`src/rtl/uart_tx_mmio_pkg.sv`:
```
// Shared types and register map for the memory-mapped UART transmitter.
// Bus path types, window base, register offsets, TX FSM states and STATUS bit positions.
package uart_tx_mmio_pkg;

  localparam int DATA_ADDR_W = 32;
  localparam int DATA_W      = 32;

  typedef logic [DATA_ADDR_W-1:0] DataAddrPath;
  typedef logic [DATA_W-1:0]      DataPath;

  localparam DataAddrPath UART_BASE       = 32'h1000_0000;
  localparam logic [2:0]  UART_TXDATA_OFS = 3'd0;
  localparam logic [2:0]  UART_STATUS_OFS = 3'd4;

  localparam int STATUS_FULL_BIT = 0;
  localparam int STATUS_BUSY_BIT = 1;
  localparam int STATUS_OVF_BIT  = 2;

  typedef enum logic [1:0] {
    IDLE,
    START,
    DATA,
    STOP
  } UartTxState;

  // Word-granular window match; the base is 8-byte aligned.
  function automatic logic uart_window_hit(input DataAddrPath addr);
    return addr[DATA_ADDR_W-1:3] == UART_BASE[DATA_ADDR_W-1:3];
  endfunction

endpackage

```
`src/rtl/uart_tx_fifo.sv`:
```
// Byte FIFO feeding the UART transmitter; push is honoured when full only if a pop
// happens in the same cycle, so the count stays unchanged in that case.
module uart_tx_fifo #(
  parameter int DEPTH = 4,
  parameter int WIDTH = 8
) (
  input  logic                     clk,
  input  logic                     rst,
  input  logic                     push_i,
  input  logic                     pop_i,
  input  logic [WIDTH-1:0]         wdata_i,
  output logic [WIDTH-1:0]         rdata_o,
  output logic                     full_o,
  output logic                     empty_o,
  output logic [$clog2(DEPTH):0]   count_o
);

  localparam int PW = $clog2(DEPTH);

  logic [WIDTH-1:0] mem_q [DEPTH];
  logic [PW-1:0]    wr_ptr_q, rd_ptr_q;
  logic [PW:0]      count_q;
  logic             do_push, do_pop;

  assign empty_o = (count_q == '0);
  assign full_o  = (count_q == (PW+1)'(DEPTH));
  assign count_o = count_q;
  assign rdata_o = mem_q[rd_ptr_q];

  assign do_pop  = pop_i && !empty_o;
  assign do_push = push_i && (!full_o || do_pop);

  always_ff @(posedge clk) begin
    if (do_push) mem_q[wr_ptr_q] <= wdata_i;
  end

  // Pointers wrap naturally because DEPTH is a power of two.
  always_ff @(posedge clk or posedge rst) begin
    if (rst) begin
      wr_ptr_q <= '0;
      rd_ptr_q <= '0;
      count_q  <= '0;
    end else begin
      if (do_push) wr_ptr_q <= wr_ptr_q + 1'b1;
      if (do_pop)  rd_ptr_q <= rd_ptr_q + 1'b1;
      case ({do_push, do_pop})
        2'b10:   count_q <= count_q + 1'b1;
        2'b01:   count_q <= count_q - 1'b1;
        default: count_q <= count_q;
      endcase
    end
  end

endmodule

```
`src/rtl/uart_tx_mmio.sv`:
```
// Memory-mapped 8N1 UART transmitter: TXDATA/STATUS decode with zero-latency read
// data, a byte FIFO, and the transmit FSM with baud counter and shift register.
module uart_tx_mmio
  import uart_tx_mmio_pkg::*;
#(
  parameter int CLKS_PER_BIT = 16,
  parameter int FIFO_DEPTH   = 4
) (
  input  logic        clk,
  input  logic        rst,
  input  DataAddrPath dataAddr,
  input  DataPath     dataOut,
  input  logic        dataWrEnable,
  output logic        uartHit,
  output DataPath     uartRdData,
  output logic        txd
);

  localparam int BW = (CLKS_PER_BIT > 2) ? $clog2(CLKS_PER_BIT) : 1;
  localparam int CW = $clog2(FIFO_DEPTH) + 1;
  localparam logic [BW-1:0] BAUD_LAST = BW'(CLKS_PER_BIT - 1);

  UartTxState    state_q;
  logic [BW-1:0] baud_q;
  logic [2:0]    bit_idx_q;
  logic [7:0]    shift_q;
  logic          txd_q;
  logic          ovf_q, ovf_d;

  logic [2:0]    reg_ofs;
  logic          wr_tx, wr_status;
  logic          baud_done, pop, shift_en, busy;
  logic          fifo_full, fifo_empty;
  logic [7:0]    fifo_rdata;
  logic [CW-1:0] fifo_count;
  logic          unused_bits;

  assign uartHit   = uart_window_hit(dataAddr);
  assign reg_ofs   = {dataAddr[2], 2'b00};
  assign wr_tx     = dataWrEnable && uartHit && (reg_ofs == UART_TXDATA_OFS);
  assign wr_status = dataWrEnable && uartHit && (reg_ofs == UART_STATUS_OFS);

  assign baud_done = (baud_q == BAUD_LAST);
  assign pop       = !fifo_empty && ((state_q == IDLE) || (state_q == STOP && baud_done));
  assign shift_en  = (state_q == DATA) && baud_done && (bit_idx_q != 3'd7);
  assign busy      = !fifo_empty || (state_q != IDLE);
  assign txd       = txd_q;

  assign unused_bits = ^{dataAddr[1:0], dataOut[DATA_W-1:8], fifo_count};

  uart_tx_fifo #(
    .DEPTH (FIFO_DEPTH),
    .WIDTH (8)
  ) u_fifo (
    .clk     (clk),
    .rst     (rst),
    .push_i  (wr_tx),
    .pop_i   (pop),
    .wdata_i (dataOut[7:0]),
    .rdata_o (fifo_rdata),
    .full_o  (fifo_full),
    .empty_o (fifo_empty),
    .count_o (fifo_count)
  );

  // A write to STATUS wins; a dropped TXDATA byte makes overflow sticky.
  always_comb begin
    ovf_d = ovf_q;
    if (wr_status)                     ovf_d = 1'b0;
    else if (wr_tx && fifo_full && !pop) ovf_d = 1'b1;
  end

  always_comb begin
    uartRdData = '0;
    if (uartHit && reg_ofs == UART_STATUS_OFS) begin
      uartRdData[STATUS_FULL_BIT] = fifo_full;
      uartRdData[STATUS_BUSY_BIT] = busy;
      uartRdData[STATUS_OVF_BIT]  = ovf_q;
    end
  end

  always_ff @(posedge clk) begin
    if (pop)           shift_q <= fifo_rdata;
    else if (shift_en) shift_q <= {1'b0, shift_q[7:1]};
  end

  always_ff @(posedge clk or posedge rst) begin
    if (rst) begin
      state_q   <= IDLE;
      baud_q    <= '0;
      bit_idx_q <= '0;
      txd_q     <= 1'b1;
      ovf_q     <= 1'b0;
    end else begin
      ovf_q <= ovf_d;
      case (state_q)
        IDLE: begin
          txd_q <= 1'b1;
          if (!fifo_empty) begin
            baud_q  <= '0;
            txd_q   <= 1'b0;
            state_q <= START;
          end
        end
        START: begin
          if (baud_done) begin
            baud_q    <= '0;
            bit_idx_q <= '0;
            txd_q     <= shift_q[0];
            state_q   <= DATA;
          end else begin
            baud_q <= baud_q + 1'b1;
          end
        end
        DATA: begin
          if (baud_done) begin
            baud_q <= '0;
            if (bit_idx_q == 3'd7) begin
              txd_q   <= 1'b1;
              state_q <= STOP;
            end else begin
              bit_idx_q <= bit_idx_q + 1'b1;
              txd_q     <= shift_q[1];
            end
          end else begin
            baud_q <= baud_q + 1'b1;
          end
        end
        STOP: begin
          if (baud_done) begin
            baud_q <= '0;
            // Back-to-back frames start without an idle bit time.
            if (!fifo_empty) begin
              txd_q   <= 1'b0;
              state_q <= START;
            end else begin
              state_q <= IDLE;
            end
          end else begin
            baud_q <= baud_q + 1'b1;
          end
        end
        default: begin
          txd_q   <= 1'b1;
          state_q <= IDLE;
        end
      endcase
    end
  end

endmodule

```
`config.mk`:
```
export PLATFORM = sky130hd
export DESIGN_NAME = uart_tx_mmio
export DESIGN_NICKNAME = d
export VERILOG_FILES = /design/src/rtl/uart_tx_mmio_pkg.sv /design/src/rtl/uart_tx_fifo.sv /design/src/rtl/uart_tx_mmio.sv
export SDC_FILE = /design/constraint.sdc
export NUM_CORES = 1
export LEC_CHECK = 0
export CAP_MARGIN = 15
export CORE_MARGIN = 5
export CORE_UTILIZATION = 40
export CTS_BUF_LIST = sky130_fd_sc_hd__clkbuf_16
export DETAILED_ROUTE_END_ITERATION = 8
export PLACE_DENSITY = 0.72
export RECOVER_POWER = 50
export SLEW_MARGIN = 20
export SYNTH_ARGS = -nofsm -noshare
export SYNTH_HDL_FRONTEND = slang
export SYNTH_SLANG_ARGS = --single-unit
```
`constraint.sdc`:
```
create_clock -name clk -period 6.6 [get_ports clk]
set_input_delay 1.32 -clock clk [delete_from_list [all_inputs] [get_ports clk]]
set_output_delay 1.32 -clock clk [all_outputs]
set_load 0.02 [all_outputs]
```
==> impl_metrics.tcl <==
set metrics [dict create \
    status "completed" \
    grt_pass1_wl_um 8470 \
    ys_seq_elements 58 \
    rr_startpoint "baud_q[0]$_DFFE_PP0P_" \
    yosysUniqueCellTypes 43 \
    area_delta_synth_final_pct 26.5 \
    post_drt_wl_per_cell_um 14.0 \
    grt_pass1_vias 1716 \
    fp-row-count 31 \
    core-area_um2 7250 \
    drtIter0Drc 73 \
    hold_buffers 0 \
    synth.avg_cell_area_um2 13.6 \
    die_y_um 96.4 \
    fmax_mhz 209 \
    maxSlewViolCount 0 \
    post-cts-setup-buffers 0 \
    clock_skew_ns 0.00503 \
    overflow 0 \
    rsz0062_at_grt "false" \
    power_mw 0.972 \
    worst-endpoint-required_ns 5.28 \
    yosys-top-cells-area "edfxtp_1 40%, dfrtp_1 14%, buf_4 7.3%, mux4_2 6.0%, ha_1 5.5%" \
    cpMostUsedCell "clkdlybuf4s50_1" \
    hold_depth 2 \
    ys_seq_area_share_pct 55.4 \
    p_leak_nw 1.48 \
    via_count 1750 \
    worst_slew_pin_slew_ns 0.958 \
    track_usage_pct 12.5 \
    dp_hpwl_um 3810 \
    fillCellCount 624 \
    worstSetupStartpointType "input port" \
    crit_start "dataAddr[11]" \
    htreeDepth 3 \
    async_flop_share_pct 31.0 \
    drv_cap 0 \
    crit_buf_inv 2 \
    finalHoldViolCount 0 \
    port_buffers 45 \
    slew_headroom_pct 35.9 \
    setup_viol 0 \
    grt_max_degree 19 \
    initial_core_util_pct 41.1 \
    crit_path_end_kind "output port" \
    rrSetupSlack_ns 3.78 \
    slowest_delay_ns 0.61 \
    clock_latency_ns 0.33 \
    boundaryPins 101 \
    clk_root_buffer_cell "clkbuf_16" \
    setup_tns_ns 0 \
    syn_area_um2 2980 \
    vias_per_cell 4.69 \
    crit_cells 6 \
    worstHoldStart "baud_q[1]$_DFFE_PP0P_" \
    cp.arrival_ns 3.47 \
    path_clk_slew_ns 0.05 \
    drive_above_1_share_pct 16.8 \
    r2r_cells 9 \
    firstDrtPassIters 4 \
    antenna_left 0 \
    fin_crit_sh_pct 72.6 \
    drc 0 \
    die_area_um2 9290 \
    hold_class "reg2reg" \
    yosysTopAreaCellShare_pct 40.3 \
    min_period_ns 4.79 \
    wl_um 5220 \
    numCtsBuffers 9 \
    worst_hold_slack_ns 0.529 \
    cts_tree "done" \
    antennaDiodeCount 0 \
    ir_drop_mv 0.165 \
    netlist_instances 219 \
    cp_slowest_cell "clkdlybuf4s50_1" \
    synth_edf_count 40 \
    ys.flop_type "edfxtp_1" \
    crit_fanout 4 \
    cts_max_path_buffers 2 \
    yosysWarningCount 0 \
    die-width_um 96.4 \
    crit_type "in2out" \
    gp_congestion 0.751 \
    yosysTopAreaCell "edfxtp_1" \
    critical-path-top-delay-family "simple AND/OR/NAND/NOR gates" \
    cts.sinks 58 \
    final_nets 350 \
    cts_resized 0 \
    antenna_found_initial 0 \
    power_density_nw_per_um2 258 \
    crit_chain "clkdlybuf4s50_1 -> nor4_1 -> nand4_1 -> nor2_1 -> and4_1 -> clkdlybuf4s50_1" \
]
==> through the flow <==
step	instances	setup slack [ns]	area (um2)	util, %
after floorplan	247	2.66	3090	-
after global placement	357	1.90	3430	47.3
after detailed placement	357	1.83	3430	47.3
after CTS	373	1.83	3780	52.1
after global routing	373	1.72	3770	52.0
final	373	1.81	3770	52.0
==> cell usage in the layout, fill, tap and decap left out, types with 5 or more instances in the layout <==
cell type,instances
a22o_1,5
clkbuf_16,9
clkdlybuf4s50_1,36
conb_1,29
dfrtp_1,17
dlygate4sd3_1,9
edfxtp_1,40
ha_1,13
inv_1,10
mux2_2,11
mux4_2,8
nand2_1,8
nor2_1,13
o21ai_0,6
==> worst reg2reg max path, cell delays in order, from the launching register on <==
cell	delay (ns)
dfrtp_1	0.39
ha_1	0.25
a41oi_1	0.20
nor2_1	0.77
ha_1	0.31
inv_1	0.06
fa_1	0.37
xor2_1	0.15
nor2_1	0.11
xor2_1	0.14
==> final timing paths <==
kind / end
max reg2reg: u_fifo.count_o[2]$_DFFE_PP0P_
min: baud_q[1]$_DFFE_PP0P_
max: uartRdData[0]
min in group asynchronous: u_fifo.wr_ptr_q[1]$_DFFE_PP0P_
max in group asynchronous: bit_idx_q[0]$_DFFE_PP0P_
min reg2reg: baud_q[1]$_DFFE_PP0P_
==> power breakdown <==
| group | leakage [nW] | total [mW] | internal [mW] | switching, mW |
|---|---|---|---|---|
| Clock | 0.170 | 0.538 | 0.371 | 0.166 |
| Combinational | 0.725 | 0.0456 | 0.0210 | 0.0246 |
| Sequential | 0.582 | 0.389 | 0.389 | 0.00000000201 |
==> routing by layer <==
| metal | wire (um) | track usage (%) |
|---|---|---|
| met5 | 0 | 0 |
| met4 | 71 | 5.61 |
| met3 | 288 | 3.95 |
| met1 | 2210 | 14.9 |
| met2 | 2650 | 20.8 |
==> state kept, by name, indices dropped and copies added, names as in the netlist <==
register	cells
u_fifo.mem_q	32
state_q	2
txd	1
u_fifo.wr_ptr_q	2
shift_q	8
baud_q	4
u_fifo.rd_ptr_q	2
bit_idx_q	3
ovf_q	1
u_fifo.count_o	3
==> Yosys cell counts (2+ instances only) <==
| master | instances |
|---|---|
| mux4_2 | 8 |
| and3_1 | 2 |
| o21ai_0 | 6 |
| nor4_1 | 4 |
| edfxtp_1 | 40 |
| nor3_1 | 4 |
| nand3_1 | 3 |
| dfrtp_1 | 17 |
| a21oi_1 | 2 |
| ha_1 | 13 |
| o41ai_1 | 2 |
| nor4b_1 | 2 |
| buf_2 | 2 |
| nand4_1 | 2 |
| clkbuf_1 | 4 |
| buf_4 | 29 |
| xnor2_1 | 3 |
| nand2_1 | 8 |
| nand2b_1 | 2 |
| nor4_2 | 2 |
| mux2_2 | 11 |
| nor3b_1 | 2 |
| and2_2 | 4 |
| a22o_1 | 5 |
| inv_1 | 10 |
| xor2_1 | 3 |
| nor2_1 | 13 |
==> cell type report <==
class / instances / area [um2] / area share [%]
Inverter: 10 / 37.5 / 0.994
Clock inverter: 7 / 125 / 3.31
Timing Repair Buffer: 46 / 454 / 12.0
Sequential cell: 58 / 1650 / 43.8
Tap cell: 99 / 124 / 3.28
Clock buffer: 9 / 225 / 5.97
Multi-Input combinational cell: 144 / 1160 / 30.6
==> kinds of logic (layout without fill, tap and decap cells) <==
group | Yosys count | after routing | share of synthesized area [%]
other | 1 | 29 | 0.126
multiplexers | 21 | 21 | 11.0
AND/OR/NAND/NOR | 54 | 54 | 11.5
AO/OA/AOI/OAI | 20 | 20 | 4.70
flip-flops | 58 | 58 | 55.4
buffers and inverters | 45 | 72 | 9.39
XOR/XNOR | 6 | 6 | 1.76
adder cells (fa/ha/maj) | 14 | 14 | 6.12
(Power assumes the default switching activity.)
